## config.mk

```make
export PLATFORM = sky130hd
export DESIGN_NAME = slice_permute_engine
export DESIGN_NICKNAME = d
export VERILOG_FILES = /design/src/rtl/perm_pkg.sv /design/src/rtl/slice_pi_permute.sv /design/src/rtl/slice_permute_engine.sv
export SDC_FILE = /design/constraint.sdc
export NUM_CORES = 1
export LEC_CHECK = 0
export CAP_MARGIN = 0
export CORE_AREA = 2 2 76 78
export CTS_BUF_LIST = sky130_fd_sc_hd__clkbuf_16
export DETAILED_ROUTE_END_ITERATION = 6
export DIE_AREA = 0 0 78 80
export PLACE_DENSITY = 0.88
export SYNTH_ARGS = -nofsm -noshare
export SYNTH_HDL_FRONTEND = slang
export SYNTH_SLANG_ARGS = --single-unit
```

## constraint.sdc

```tcl
create_clock -name clk -period 1.95 [get_ports clk]
set_input_delay 0.195 -clock clk [delete_from_list [all_inputs] [get_ports clk]]
set_output_delay 0.195 -clock clk [all_outputs]
set_load 0.1 [all_outputs]
```

## src/rtl/perm_pkg.sv

```systemverilog
// Shared definitions for the slice permutation engine: modes, FSM states
// and the bit-index mapping used by the pi permutation network.
package perm_pkg;

  localparam logic [1:0] MODE_BYPASS = 2'd0;
  localparam logic [1:0] MODE_PI     = 2'd1;
  localparam logic [1:0] MODE_PI_INV = 2'd2;

  typedef enum logic [1:0] {
    IDLE = 2'd0,
    RUN  = 2'd1,
    DONE = 2'd2
  } state_t;

  function automatic int gcd(input int a, input int b);
    int t;
    while (b != 0) begin
      t = a % b;
      a = b;
      b = t;
    end
    return a;
  endfunction

  // Source bit feeding output bit (x + n*y). The inverse solves
  // (y + k*j) mod n == x for j, which is unique when gcd(k, n) == 1.
  function automatic int src_index(input int x, input int y, input int n,
                                   input int k, input bit inverse);
    int sy;
    sy = 0;
    if (!inverse) return ((x + k * y) % n) + n * x;
    for (int j = 0; j < n; j++)
      if (((y + k * j) % n) == x) sy = j;
    return y + n * sy;
  endfunction

endpackage

```

## src/rtl/slice_pi_permute.sv

```systemverilog
// Combinational pi / inverse-pi / bypass permutation of one N x N bit plane.
module slice_pi_permute
  import perm_pkg::*;
#(
  parameter int N    = 5,
  parameter int PI_K = 3
) (
  input  logic [1:0]     mode,
  input  logic [N*N-1:0] slice_in,
  output logic [N*N-1:0] slice_out
);

  if (gcd(PI_K, N) != 1) begin : g_bad_pi_k
    $error("PI_K must be coprime with N");
  end

  logic [N*N-1:0] fwd;
  logic [N*N-1:0] inv;

  for (genvar gx = 0; gx < N; gx++) begin : g_x
    for (genvar gy = 0; gy < N; gy++) begin : g_y
      assign fwd[gx + N*gy] = slice_in[src_index(gx, gy, N, PI_K, 1'b0)];
      assign inv[gx + N*gy] = slice_in[src_index(gx, gy, N, PI_K, 1'b1)];
    end
  end

  always_comb begin
    slice_out = slice_in;
    case (mode)
      MODE_BYPASS: slice_out = slice_in;
      MODE_PI:     slice_out = fwd;
      MODE_PI_INV: slice_out = inv;
      default:     slice_out = slice_in;
    endcase
  end

endmodule

```

## src/rtl/slice_permute_engine.sv

```systemverilog
// Streaming frame engine: accepts DEPTH slices, permutes each and emits
// them in order through a single output register, pulsing done at the end.
//
//   state | meaning
//   IDLE  | waiting for start, handshakes disabled
//   RUN   | frame in progress, slices flow in and out
//   DONE  | last slice delivered, one-cycle done pulse
module slice_permute_engine
  import perm_pkg::*;
#(
  parameter int N     = 5,
  parameter int DEPTH = 64,
  parameter int PI_K  = 3,
  localparam int W    = N * N,
  localparam int IW   = (DEPTH > 1) ? $clog2(DEPTH) : 1
) (
  input  logic          clk,
  input  logic          rst,
  input  logic          start,
  input  logic [1:0]    mode,
  input  logic          in_valid,
  output logic          in_ready,
  input  logic [W-1:0]  in_data,
  output logic          out_valid,
  input  logic          out_ready,
  output logic [W-1:0]  out_data,
  output logic [IW-1:0] out_idx,
  output logic          busy,
  output logic          done
);

  if (DEPTH < 1) begin : g_bad_depth
    $error("DEPTH must be at least 1");
  end

  localparam int CW = $clog2(DEPTH + 1);
  localparam logic [CW-1:0] DEPTH_C = CW'(DEPTH);

  state_t        state, state_nx;
  logic [1:0]    mode_q;
  logic [CW-1:0] in_cnt;
  logic [CW-1:0] out_cnt;
  logic [W-1:0]  perm_data;
  logic          in_hs;
  logic          out_hs;

  slice_pi_permute #(.N(N), .PI_K(PI_K)) u_permute (
    .mode      (mode_q),
    .slice_in  (in_data),
    .slice_out (perm_data)
  );

  assign in_ready = (state == RUN) && (in_cnt < DEPTH_C) && (!out_valid || out_ready);
  assign in_hs    = in_valid && in_ready;
  assign out_hs   = out_valid && out_ready;

  always_ff @(posedge clk) begin
    if (rst) state <= IDLE;
    else     state <= state_nx;
  end

  always_comb begin
    state_nx = state;
    busy     = 1'b0;
    done     = 1'b0;
    case (state)
      IDLE: if (start) state_nx = RUN;
      RUN: begin
        busy = 1'b1;
        if (out_hs && (out_cnt == DEPTH_C - 1'b1)) state_nx = DONE;
      end
      DONE: begin
        busy     = 1'b1;
        done     = 1'b1;
        state_nx = IDLE;
      end
      default: state_nx = IDLE;
    endcase
  end

  always_ff @(posedge clk) begin
    if (rst) begin
      mode_q    <= MODE_BYPASS;
      in_cnt    <= '0;
      out_cnt   <= '0;
      out_valid <= 1'b0;
      out_data  <= '0;
      out_idx   <= '0;
    end else begin
      if (state == IDLE && start) begin
        mode_q  <= mode;
        in_cnt  <= '0;
        out_cnt <= '0;
      end
      if (out_hs) out_cnt <= out_cnt + 1'b1;
      // A same-cycle input refills the register, so out_valid stays high.
      if (in_hs) begin
        out_data  <= perm_data;
        out_idx   <= in_cnt[IW-1:0];
        out_valid <= 1'b1;
        in_cnt    <= in_cnt + 1'b1;
      end else if (out_hs) begin
        out_valid <= 1'b0;
      end
    end
  end

endmodule

```

==> results.sh, run 1 <==
export IMPL_cts_tree="built"
export IMPL_drc=0
export IMPL_synth_seq_cells=50
export IMPL_outcome="complete, no violations"
export IMPL_syn2layout_area_growth_pct=31.1
export IMPL_power_switching_mw=1.76
export IMPL_synth_top_area_frac=0.392
export IMPL_overflow=0
export IMPL_antenna_cells=0
export IMPL_pwr_share_seq=0.307
export IMPL_routed_wl_um=6220
export IMPL_synth_area_top_cells="dfxtp_1 (39%), nand2_1 (15%), a21oi_1 (8.6%)"
export IMPL_postSynthAreaPerCell_um2=7.50
export IMPL_ys_flop_type="dfxtp_1"
export IMPL_startpoint="state[1]"
export IMPL_dieHeight_um=80
export IMPL_layout_min_cycle_time_ns=1.79
export IMPL_sw_frac_of_total=0.450
export IMPL_hold_start="rst"
export IMPL_grt_pass1_vias=2194
export IMPL_slew_headroom=0.700
export IMPL_p_comb_frac=0.479
export IMPL_placementRows=27
export IMPL_slowest_stage="dfxtp_1"
export IMPL_wire_per_inst_um=13.2
export IMPL_synthTopCellsByCount="nand2_1 (102), dfxtp_1 (50), a21oi_1 (44)"
export IMPL_die_x_um=78
export IMPL_rsz0062_at_grt="false"
export IMPL_holdWs_ns=0.332
export IMPL_die_area_um2=6240
export IMPL_via_per_inst=5.37
export IMPL_cp_start_kind="flip-flop"
export IMPL_finalHoldViolCount=0
export IMPL_syn_area_um2=2550
export IMPL_synth_yosys_warnings=0
export IMPL_final_core_util=0.619
export IMPL_synth_edff_count=0
export IMPL_reg2reg_from="state[1]"
export IMPL_tns_ns=0
export IMPL_via_count=2523
export IMPL_fmax_mhz=560
export IMPL_placed_cells=462
export IMPL_clkSinkCount=50
export IMPL_crit_type="flip-flop to primary output"
export IMPL_io_buffers=66
export IMPL_clkTransAtPathRegs_ns=0.06
export IMPL_dr_pass1_iters=5
export IMPL_synth_seq_area_share=0.392
export IMPL_grt_use_total=0.196
export IMPL_pin_count=67
export IMPL_worst_ep_arrival_time_ns=1.59
export IMPL_core_area_um2=5410
export IMPL_synthesis_nets=381
export IMPL_final_antenna_net_count=0
export IMPL_fin_cells=470
export IMPL_cts_resized=0
export IMPL_max_stage_delay_ns=0.35
export IMPL_root_buffer="clkbuf_16"
export IMPL_finalCritPeriodShare=0.916
export IMPL_endpoint_kind="primary output"
export IMPL_crit_chain="inv_1, ha_1, nor2b_4, and2_1, buf_12"
export IMPL_start_util=0.472
export IMPL_ir_worst_vdd_v=0.000702
export IMPL_tightest_slew_ns=0.449
export IMPL_setup_violations=0
export IMPL_drtIter0Drc=171
export IMPL_grt_pass1_wl_um=9970
export IMPL_fin_skew_ns=0.00615
export IMPL_pwr_share_clk=0.214
export IMPL_max_cap_violations=0
export IMPL_grt_max_degree=49
export IMPL_cts_setup_buffers=0
export IMPL_cts_buffers=5
export IMPL_cell_internal_pwr_mw=2.15
export IMPL_synth_cells=340
export IMPL_routabilityCongestion=0.809
export IMPL_htreeDepth=2
export IMPL_async_reset_ff_frac=0
export IMPL_finalPower_mw=3.91
export IMPL_hold_path_class="input port to flip-flop"
export IMPL_clk_latency_ns=0.29
export IMPL_synth_most_common_cell="nand2_1"
export IMPL_clockBufferDepth=2
export IMPL_maxSlewViolCount=0
export IMPL_cts_hold_buf=0
export IMPL_yosysUniqueCellTypes=33
export IMPL_nFillCells=501
export IMPL_power_density_nw_per_um2=1170
export IMPL_hpwlAfterDp_um=4460
export IMPL_layout_nets=438
export IMPL_synth_top_cell_by_area="dfxtp_1"
export IMPL_antenna_found_initial=0
export IMPL_path_max_fanout=5
export IMPL_leakagePower_nw=1.26
export IMPL_crit_required_ns=1.75
export IMPL_drive_gt1_frac=0.143
## worst max-delay path: cells and delay by family, from the launching register on
family | cells | cell delay (ns)
adders and majority gates | 1 | 0.27
and+or+nand+nor | 2 | 0.36
buffers and inverters | 2 | 0.32
DFF | 1 | 0.35
## metrics by stage
step | worst slack (ns) | area [µm²]
floorplan | 0.209 | 2550
global placement | 0.254 | 3200
detailed placement | 0.179 | 3200
CTS | 0.154 | 3340
global route | 0.00525 | 3340
finish | 0.164 | 3340
## layer usage
metal / track usage / vias to the layer above / routed length [µm]
met5: 0 / - / 0
met4: 0.0632 / 0 / 87
met3: 0.0407 / 6 / 318
met2: 0.338 / 71 / 3070
met1: 0.246 / 1154 / 2740
li1: - / 1292 / -
## logic make-up after synthesis
| logic type | share of synthesized area |
|---|---|
| mux | 0.00883 |
| compound gates | 0.243 |
| fa+ha+maj | 0.0441 |
| simple gates | 0.254 |
| buf+inv | 0.0579 |
| flops | 0.392 |
## cell usage in the layout, fill, tap and decap left out
| cell type | Yosys | layout |
|---|---|---|
| clkbuf_16 | 0 | 5 |
| mux2_2 | 2 | 2 |
| buf_4 | 3 | 38 |
| or4_4 | 1 | 1 |
| a211oi_1 | 1 | 1 |
| nand3_1 | 4 | 4 |
| o221ai_1 | 3 | 3 |
| clkinv_2 | 0 | 1 |
| nand2b_1 | 6 | 6 |
| or4_1 | 2 | 2 |
| and3_1 | 4 | 4 |
| o21ai_0 | 30 | 30 |
| a311oi_1 | 1 | 1 |
| ha_1 | 9 | 8 |
| nor3b_1 | 4 | 4 |
| nor2b_4 | 1 | 1 |
| buf_2 | 12 | 1 |
| ha_2 | 0 | 1 |
| a311o_1 | 1 | 1 |
| dfxtp_1 | 50 | 49 |
| buf_12 | 0 | 5 |
| nand4_1 | 2 | 2 |
| a22oi_1 | 25 | 25 |
| clkinvlp_4 | 0 | 1 |
| nor2b_1 | 2 | 2 |
| nand4b_1 | 2 | 2 |
| and2_1 | 3 | 3 |
| or3_1 | 1 | 1 |
| clkinv_1 | 0 | 1 |
| clkdlybuf4s50_1 | 0 | 30 |
| dfxtp_2 | 0 | 1 |
| inv_1 | 4 | 4 |
| nand3b_1 | 1 | 1 |
| a21oi_1 | 44 | 44 |
| nor2_1 | 10 | 10 |
| o311ai_0 | 1 | 1 |
| nand2_1 | 102 | 102 |
## sequential cells by signal (all words and copies together), names as in the netlist
name	cells
state	2
out_valid	1
out_data	25
out_idx	6
mode_q	2
in_cnt	7
out_cnt	7
## power by group through the flow
stage                     Combinational (mW)  Sequential, mW  Clock [mW]
final                                   1.87            1.20       0.836
after global routing                    2.00            1.21       0.886
after detailed placement                1.86            1.22           0
after floorplan                        0.891            1.72           0
after CTS                               1.87            1.20       0.851
after global placement                  1.84            1.21           0
## layout make-up
| type | count | area [µm²] | area share |
|---|---|---|---|
| multi-input combinational | 262 | 1410 | 0.420 |
| sequential | 50 | 1000 | 0.300 |
| timing repair buffer | 74 | 691 | 0.207 |
| clock buffer | 5 | 125 | 0.0374 |
| tap | 72 | 90.1 | 0.0269 |
| clock inverter | 3 | 16.3 | 0.00486 |
| inverter | 4 | 15.0 | 0.00449 |
## final timing paths
kind,endpoint,cells past startpoint,slack [ns]
worst max-delay path,in_ready,5,0.16
worst min-delay path,out_idx[2],2,0.33
worst max register to register,in_cnt[5],7,0.18
worst min register to register,out_idx[0],2,0.45
(Power assumes the default switching activity.)
==> run 2: changes to the inputs <==
Settings changed: CORE_AREA 2 2 76 78 to 2 2 79 81, DIE_AREA 0 0 78 80 to 0 0 81 83, GPL_TIMING_DRIVEN set to 0, PLACE_DENSITY 0.88 to 0.75.
==> results.sh, run 2 (same netlist as run 1, synthesis figures left out) <==
export IMPL_fmax_mhz=545
export IMPL_root_buffer="clkbuf_16"
export IMPL_cp_start_kind="flip-flop"
export IMPL_max_stage_delay_ns=0.55
export IMPL_finalCritPeriodShare=0.941
export IMPL_pin_count=67
export IMPL_reg_largest_list="out_data (25), in_cnt (7), out_cnt (7)"
export IMPL_dpl_cell_area_um2=3310
export IMPL_layout_min_cycle_time_ns=1.83
export IMPL_syn2layout_area_growth_pct=35.2
export IMPL_nFillCells=572
export IMPL_grt_pass1_wl_um=11700
export IMPL_cts_setup_buffers=0
export IMPL_io_buffers=66
export IMPL_clockBufferDepth=2
export IMPL_layout_commonest_cell="nand2_1"
export IMPL_drive_gt1_frac=0.0845
export IMPL_dieHeight_um=83
export IMPL_reg2reg_from="state[1]"
export IMPL_endpoint_kind="primary output"
export IMPL_wire_per_inst_um=14.0
export IMPL_area_sequential_um2=1000
export IMPL_path_max_fanout=5
export IMPL_largest_register_ff_count=25
export IMPL_crit_chain="inv_1, ha_1, clkdlybuf4s15_2"
export IMPL_cpLargestDelayFamily="buffers and inverters"
export IMPL_placementRows=28
export IMPL_htreeDepth=2
export IMPL_pwr_share_clk=0.255
export IMPL_rsz0062_at_grt="false"
export IMPL_tightest_slew_ns=0.973
export IMPL_hold_path_class="flip-flop to flip-flop"
export IMPL_fin_skew_ns=0.00555
export IMPL_multi_input_area_um2=1400
export IMPL_startpoint="state[0]"
export IMPL_grt_use_total=0.215
export IMPL_dr_pass1_iters=5
export IMPL_outcome="complete, no violations"
export IMPL_core_area_um2=5820
export IMPL_ir_worst_vdd_v=0.000587
export IMPL_start_util=0.439
export IMPL_sw_frac_of_total=0.453
export IMPL_pwr_share_seq=0.296
export IMPL_via_per_inst=5.38
export IMPL_cell_internal_pwr_mw=2.20
export IMPL_via_count=2633
export IMPL_clkSinkCount=50
export IMPL_hold_start="out_idx[2]"
export IMPL_drtIter0Drc=193
export IMPL_mostFrequentLayoutCells="nand2_1 (102), dfxtp_1 (49), a21oi_1 (44)"
export IMPL_tns_ns=0
export IMPL_final_antenna_net_count=0
export IMPL_max_cap_violations=0
export IMPL_die_x_um=81
export IMPL_clkTransAtPathRegs_ns=0.07
export IMPL_regMostFlops="out_data"
export IMPL_crit_required_ns=1.75
export IMPL_cts_tree="built"
export IMPL_power_density_nw_per_um2=1170
export IMPL_setup_violations=0
export IMPL_grt_pass1_vias=2499
export IMPL_placed_cells=481
export IMPL_maxSlewViolCount=0
export IMPL_leakagePower_nw=1.42
export IMPL_crit_type="flip-flop to primary output"
export IMPL_layout_nets=454
export IMPL_holdWs_ns=0.451
export IMPL_hpwlAfterDp_um=5070
export IMPL_routed_wl_um=6860
export IMPL_antenna_cells=0
export IMPL_power_switching_mw=1.82
export IMPL_cts_buffers=5
export IMPL_die_area_um2=6720
export IMPL_grt_max_degree=18
export IMPL_overflow=0
export IMPL_final_core_util=0.593
export IMPL_routabilityCongestion=0.904
export IMPL_antenna_found_initial=0
export IMPL_p_comb_frac=0.449
export IMPL_path_buf_inv=2
export IMPL_slew_headroom=0.354
export IMPL_final_cell_area_um2=3450
export IMPL_worst_ep_arrival_time_ns=1.64
export IMPL_fin_cells=489
export IMPL_slowest_stage="clkdlybuf4s15_2"
export IMPL_clk_latency_ns=0.29
export IMPL_drc=0
export IMPL_finalHoldViolCount=0
run 2: through the flow:
step / power (mW) / setup slack (ns)
after floorplan: 2.61 / 0.209
after global placement: 3.05 / -0.366
after detailed placement: 3.06 / -0.377
after CTS: 4.02 / 0.00336
after global routing: 4.24 / 0.0179
final: 4.03 / 0.116
run 2: tightest hold or removal path, stage by stage (launching register included):
cell and delay [ns]:
dfxtp_1 0.31, nand2_1 0.05, a21oi_1 0.05
run 2: what timing repair did:
item,in CTS,in global routing
hold buffers,0,0
endpoints found under the setup margin,33,11
resized for setup,40,9
hold endpoints to repair,0,0
run 2: routing by layer:
layer  up-vias  wire (µm)  GRT usage  share of wire
met5         -          0          0              0
met4         0        109     0.0616          0.016
met3         9        390     0.0359          0.057
met2       100       3130      0.334           0.46
met1      1197       3230      0.306           0.47
li1       1327          -          -              -
run 2: power by group through the flow:
stage / clock network (mW) / logic [mW] / registers, mW
2_1_floorplan: 0 / 0.891 / 1.72
3_5_place_dp: 0 / 1.85 / 1.22
4_1_cts: 1.04 / 1.79 / 1.19
3_3_place_gp: 0 / 1.83 / 1.21
6_report: 1.03 / 1.81 / 1.19
5_1_grt: 1.09 / 1.94 / 1.21
run 2: layout make-up:
type                       instances  share of cell area
buffer                            24              0.0403
clock buffer                       5              0.0363
clock inverter                     3              0.0142
inverter                           4             0.00435
multi-input combinational        262               0.407
sequential                        50               0.291
tap                               75              0.0272
timing repair buffer              66               0.180
run 2: path summary, 6_finish.rpt:
| path | to | slack (ns) | cells past startpoint |
|---|---|---|---|
| worst max-delay path | busy | 0.12 | 3 |
| worst min-delay path | out_idx[2] | 0.45 | 2 |
| worst max register to register | out_data[3] | 0.17 | 8 |
| worst min register to register | out_idx[2] | 0.45 | 2 |
